--- src/rtl/fmap_pkg.sv ---
// fmap_pkg: shared width, FP16 constants, FSM encoding and helpers for the feature-map stream blocks
package fmap_pkg;
  localparam int DATA_WIDTH = 16;
  localparam logic [DATA_WIDTH-1:0] FP16_ZERO = 16'h0000;
  localparam logic [DATA_WIDTH-1:0] FP16_ONE = 16'h3C00;
  typedef enum logic {IDLE, STREAM} state_t;
  function automatic int clog2(input int v);
    int r;
    r = 0;
    while ((1 << r) < v) r++;
    return r;
  endfunction
endpackage

--- src/rtl/fmap_idx_counter.sv ---
// fmap_idx_counter: nested col/row/ch tensor index counter with load and wrap flags
module fmap_idx_counter #(
  parameter int H = 2,
  parameter int W = 2,
  parameter int CNT_W = 8
) (
  input  logic             clk,
  input  logic             reset,
  input  logic             load,
  input  logic [CNT_W-1:0] load_ch,
  input  logic             advance,
  output logic [CNT_W-1:0] ch,
  output logic [CNT_W-1:0] row,
  output logic [CNT_W-1:0] col,
  output logic             col_wrap,
  output logic             row_wrap
);
  assign col_wrap = col == CNT_W'(W - 1);
  assign row_wrap = col_wrap && row == CNT_W'(H - 1);
  // load starts a channel at (load_ch,0,0); advance steps col, then row, then ch
  always_ff @(posedge clk or posedge reset)
    if (reset) begin
      ch  <= '0;
      row <= '0;
      col <= '0;
    end else if (load) begin
      ch  <= load_ch;
      row <= '0;
      col <= '0;
    end else if (advance) begin
      col <= col_wrap ? '0 : col + CNT_W'(1);
      row <= row_wrap ? '0 : col_wrap ? row + CNT_W'(1) : row;
      ch  <= row_wrap ? ch + CNT_W'(1) : ch;
    end
endmodule

--- src/rtl/fmap_stream_reader.sv ---
// fmap_stream_reader: captures a flat FP16 tensor and streams it word by word (channel window via FMAP_STREAM_CHSEL_EN)
module fmap_stream_reader
  import fmap_pkg::*;
#(
  parameter int D = 2,
  parameter int H = 2,
  parameter int W = 2,
  parameter int CNT_W = 8
) (
  input  logic                        clk,
  input  logic                        reset,
  input  logic [0:D*H*W*DATA_WIDTH-1] x,
  input  logic                        start,
`ifdef FMAP_STREAM_CHSEL_EN
  input  logic [CNT_W-1:0]            ch_first,
  input  logic [CNT_W-1:0]            ch_count,
`endif
  output logic                        busy,
  output logic [DATA_WIDTH-1:0]       m_data,
  output logic                        m_valid,
  input  logic                        m_ready,
  output logic [CNT_W-1:0]            m_ch,
  output logic [CNT_W-1:0]            m_row,
  output logic [CNT_W-1:0]            m_col,
  output logic                        m_last_row,
  output logic                        m_last_ch,
  output logic                        m_last,
  output logic                        done
);
  localparam int N = D * H * W * DATA_WIDTH;
  localparam int CH_BITS = H * W * DATA_WIDTH;
  state_t state, state_n;
  logic [0:N-1] shadow;
  logic [CNT_W-1:0] first, ch_end, ch_last;
  logic col_wrap, row_wrap, accept, hs, fin, empty, done_n;
`ifdef FMAP_STREAM_CHSEL_EN
  logic [CNT_W-1:0] avail, eff;
  assign avail = ch_first < CNT_W'(D) ? CNT_W'(D) - ch_first : '0;
  assign eff = ch_count > avail ? avail : ch_count;
  assign first = ch_first;
  assign empty = eff == '0;
  assign ch_end = ch_first + eff - CNT_W'(1);
`else
  assign first = '0;
  assign empty = 1'b0;
  assign ch_end = CNT_W'(D - 1);
`endif
  assign m_valid = state == STREAM;
  assign busy = m_valid;
  assign m_data = shadow[0:DATA_WIDTH-1];
  assign m_last_row = m_valid && col_wrap;
  assign m_last_ch = m_valid && row_wrap;
  assign m_last = m_last_ch && m_ch == ch_last;
  fmap_idx_counter #(.H(H), .W(W), .CNT_W(CNT_W)) u_idx (
    .clk(clk), .reset(reset), .load(accept), .load_ch(first), .advance(hs),
    .ch(m_ch), .row(m_row), .col(m_col), .col_wrap(col_wrap), .row_wrap(row_wrap)
  );
  // next state: an empty window finishes immediately without entering STREAM
  always_comb begin
    accept = state == IDLE && start;
    hs = m_valid && m_ready;
    fin = hs && m_last;
    state_n = accept && !empty ? STREAM : fin ? IDLE : state;
    done_n = (accept && empty) || fin;
  end
  // state, done pulse, end channel and shadow tensor; head word is always at the top of the shadow
  always_ff @(posedge clk or posedge reset)
    if (reset) begin
      state   <= IDLE;
      done    <= 1'b0;
      ch_last <= '0;
      shadow  <= '0;
    end else begin
      state <= state_n;
      done  <= done_n;
      if (accept) begin
        ch_last <= ch_end;
        shadow  <= x << (first * CH_BITS);
      end else if (hs) shadow <= shadow << DATA_WIDTH;
    end
endmodule

--- config.mk ---
export PLATFORM = sky130hd
export DESIGN_NAME = fmap_stream_reader
export DESIGN_NICKNAME = d
export VERILOG_FILES = /design/src/rtl/fmap_pkg.sv /design/src/rtl/fmap_idx_counter.sv /design/src/rtl/fmap_stream_reader.sv
export SDC_FILE = /design/constraint.sdc
export NUM_CORES = 1
export LEC_CHECK = 0
export ABC_AREA = 1
export BUFFER_PORTS_ARGS = -buffer_cell sky130_fd_sc_hd__buf_2
export CORE_MARGIN = 2
export CORE_UTILIZATION = 35
export CTS_BUF_LIST = sky130_fd_sc_hd__clkbuf_16
export CTS_CLUSTER_DIAMETER = 100
export DETAILED_ROUTE_END_ITERATION = 10
export PLACE_DENSITY_LB_ADDON = 0.05
export SETUP_SLACK_MARGIN = 0.2
export SYNTH_ARGS = -nofsm -noshare
export SYNTH_HDL_FRONTEND = slang
export SYNTH_HIERARCHICAL = 1
export SYNTH_SLANG_ARGS = --single-unit
--- constraint.sdc ---
create_clock -name clk -period 4.1 [get_ports clk]
set_input_delay 0.205 -clock clk [delete_from_list [all_inputs] [get_ports clk]]
set_output_delay 0.205 -clock clk [all_outputs]
set_load 0.1 [all_outputs]
==> results.json <==
{
  "status": "finished clean",
  "netlist-cell-type-count": 34,
  "vdd_drop_max_mv": 0.318,
  "crit_arrival_ns": 2.38,
  "dpl_cell_area_um2": 8600,
  "ys.flop_type": "dfrtp_1",
  "power_frac_clock": 0.423,
  "root_buffer": "clkbuf_16",
  "area_growth_pct": 21.8,
  "core_um2": 21800,
  "rsz0062_at_grt": "false",
  "place.port_buffers": 177,
  "fin_cells": 1394,
  "die_area_um2": 23300,
  "initial_core_util": 0.356,
  "fin_ws_ns": 1.51,
  "gp_congestion": 0.746,
  "worstSetupStartpointType": "flop",
  "drtAntennaViolNets": 0,
  "power.total_mw": 4.28,
  "p_leak_nw": 4.61,
  "io-pin-count": 178,
  "grt_max_degree": 121,
  "internal_power_mw": 2.91,
  "syn-cell-area_um2": 7740,
  "vias_per_cell": 4.67,
  "die_h_um": 153,
  "antenna_found_initial": 5,
  "worstSetupPathType": "flop to output pin",
  "timing.rr.start": "busy",
  "hold_slack_ns": 0.0107,
  "p_comb_frac": 0.188,
  "post-route-min-period_ns": 2.59,
  "slew_violations": 0,
  "fin_util": 0.434,
  "r2r_slack_ns": 1.70,
  "required_ns": 3.89,
  "netlist_instances": 950,
  "end_kind": "output pin",
  "hold_end": "shadow[119]",
  "maxCapViolCount": 0,
  "drt_first_pass_iters": 5,
  "r2r_end": "shadow[41]",
  "tns_ns": 0,
  "core.rowCount": 54,
  "hold_viol_final": 0,
  "synth.most_common_cell": "o21ai_0",
  "syn_avg_cell_area_um2": 8.15,
  "max_freq_ghz": 0.386,
  "cts_buffers": 17,
  "clock-sinks": 155,
  "drt-initial-drc-count": 363,
  "maxSlewHeadroom": 0.306,
  "synth_edf_count": 0,
  "dpl.hpwl_um": 14300,
  "wl_per_cell_um": 15.3,
  "synth_common_cells": "191 x o21ai_0, 155 x dfrtp_1, 127 x inv_1",
  "synth.area.top_cells": "dfrtp_1 50%, o21ai_0 12%, o21ai_1 7.0%, inv_1 6.2%, nand2_1 5.8%",
  "grt_pass1_vias": 6298,
  "synth_top_cell_by_area": "dfrtp_1",
  "async_flop_share": 1.00,
  "sw_frac_of_total": 0.320,
  "dp.cells": 1343,
  "post-place-ws_ns": 1.67,
  "final_area_um2": 9440,
  "synth_top_area_frac": 0.501,
  "cts.clk_slew.worst_paths_ns": 0.07,
  "rr_worst_depth": 6,
  "gr-total-overflow": 0,
  "nets": 1235,
  "drc_errors": 0,
  "fp.dieW_um": 153,
  "yosysWarningCount": 6,
  "clk_path_buf_depth": 2,
  "setup_viol": 0,
  "grt_pass1_wl_um": 34400,
  "grt_usage": 0.186,
  "p_per_area_nw_per_um2": 454,
  "p_sw_mw": 1.37,
  "routed-via-count": 6504,
  "layout-drive-gt1-share": 0.215,
  "path_max_fanout": 6,
  "tightest_slew_ns": 1.04,
  "worst_clock_skew_ns": 0.0149,
  "seq_area_frac_synth": 0.501,
  "finalCritPeriodShare": 0.632,
  "hold_path_class": "input pin to flop",
  "cts_tree": "done",
  "insertion_delay_ns": 0.43,
  "p_seq_frac": 0.390,
  "synth_seq_cells": 155,
  "routed_wirelength_um": 21400,
  "holdCritStartpoint": "x[119]",
  "whs_path_depth": 3,
  "h-tree-depth": 4
}
-- cell type report --
class / instances / area, um^2
fill: 2286 / 12300
sequential: 155 / 3880
multi-input combinational: 596 / 2940
timing repair buffer: 198 / 1100
inverter: 130 / 494
clock buffer: 17 / 425
tap: 280 / 350
clock inverter: 15 / 245
antenna: 3 / 7.51
-- how the worst max path moves through the flow --
stage                             from           end  slack, ns  depth (start not counted)
after floorplan                  reset          busy       0.40                          1
after global placement            busy  u_idx/row[4]       1.73                          9
after detailed placement          busy  u_idx/row[4]       1.67                          9
after CTS                 u_idx/col[1]        m_last       1.47                         13
after global routing      u_idx/col[1]        m_last       1.36                         13
final                     u_idx/col[1]        m_last       1.51                         13
-- flip-flops by register name, indices dropped and copies added, names as in the netlist --
signal     flops
ch_last        1
u_idx/col      8
u_idx/row      8
shadow       128
done           1
u_idx/ch       8
busy           1
-- power groups by stage --
| stage | Sequential (mW) | Combinational [mW] | Clock [mW] |
|---|---|---|---|
| final | 1.67 | 0.804 | 1.81 |
| after global routing | 1.68 | 0.858 | 1.92 |
| after CTS | 1.67 | 0.812 | 1.85 |
| after detailed placement | 1.70 | 0.799 | 0 |
| after global placement | 1.70 | 0.800 | 0 |
| after floorplan | 1.97 | 0.362 | 0 |
-- worst max-delay path: stages (launching register included) --
cell,delay [ns]
dfrtp_1,0.43
inv_1,0.10
ha_1,0.14
nand2_1,0.08
nor2_4,0.22
nand2_4,0.12
inv_1,0.07
nand2_1,0.04
inv_1,0.08
nand2_1,0.05
nor2_1,0.11
nand2_1,0.07
inv_1,0.05
buf_2,0.41
-- placed cells by master, fill, tap and decap left out, types with 2 or more instances in the layout --
master / count
o21ai_0: 191
buf_2: 177
dfrtp_1: 155
inv_1: 127
nand2_1: 118
o21ai_1: 108
nor2_1: 55
nand3_1: 40
a21oi_1: 32
clkbuf_16: 17
dlygate4sd3_1: 16
conb_1: 8
bufinv_16: 6
nand2_4: 5
nor2_2: 5
o21bai_1: 5
ha_1: 5
inv_6: 4
buf_4: 4
nand3b_1: 4
diode_2: 3
inv_2: 3
clkinvlp_4: 3
nand2_2: 3
xor2_1: 3
nor2_4: 2
-- metal layers --
layer	share of wire	global-route usage	up-vias	wire, um
li1	-	-	3363	-
met1	0.49	0.270	2974	10600
met2	0.45	0.278	142	9570
met3	0.044	0.0407	21	948
met4	0.012	0.0560	4	257
met5	0.0015	0	-	33
-- logic make-up after synthesis --
kind of cell	synth area share
muxes	0.00129
xor gates and xnor gates	0.00452
buffers and inverters	0.126
AOI/OAI and AO/OA	0.225
and+or+nand+nor	0.133
DFF	0.501
adders and majority gates	0.00808
other	0.000484
-- repair_timing --
action / 4_1_cts / 5_1_grt
buffers inserted: 0 / 0
endpoints found under the hold margin: 16 / 0
resized for setup: 0 / 0
hold buffers: 16 / 0
Power figures use the tool's default switching activity.
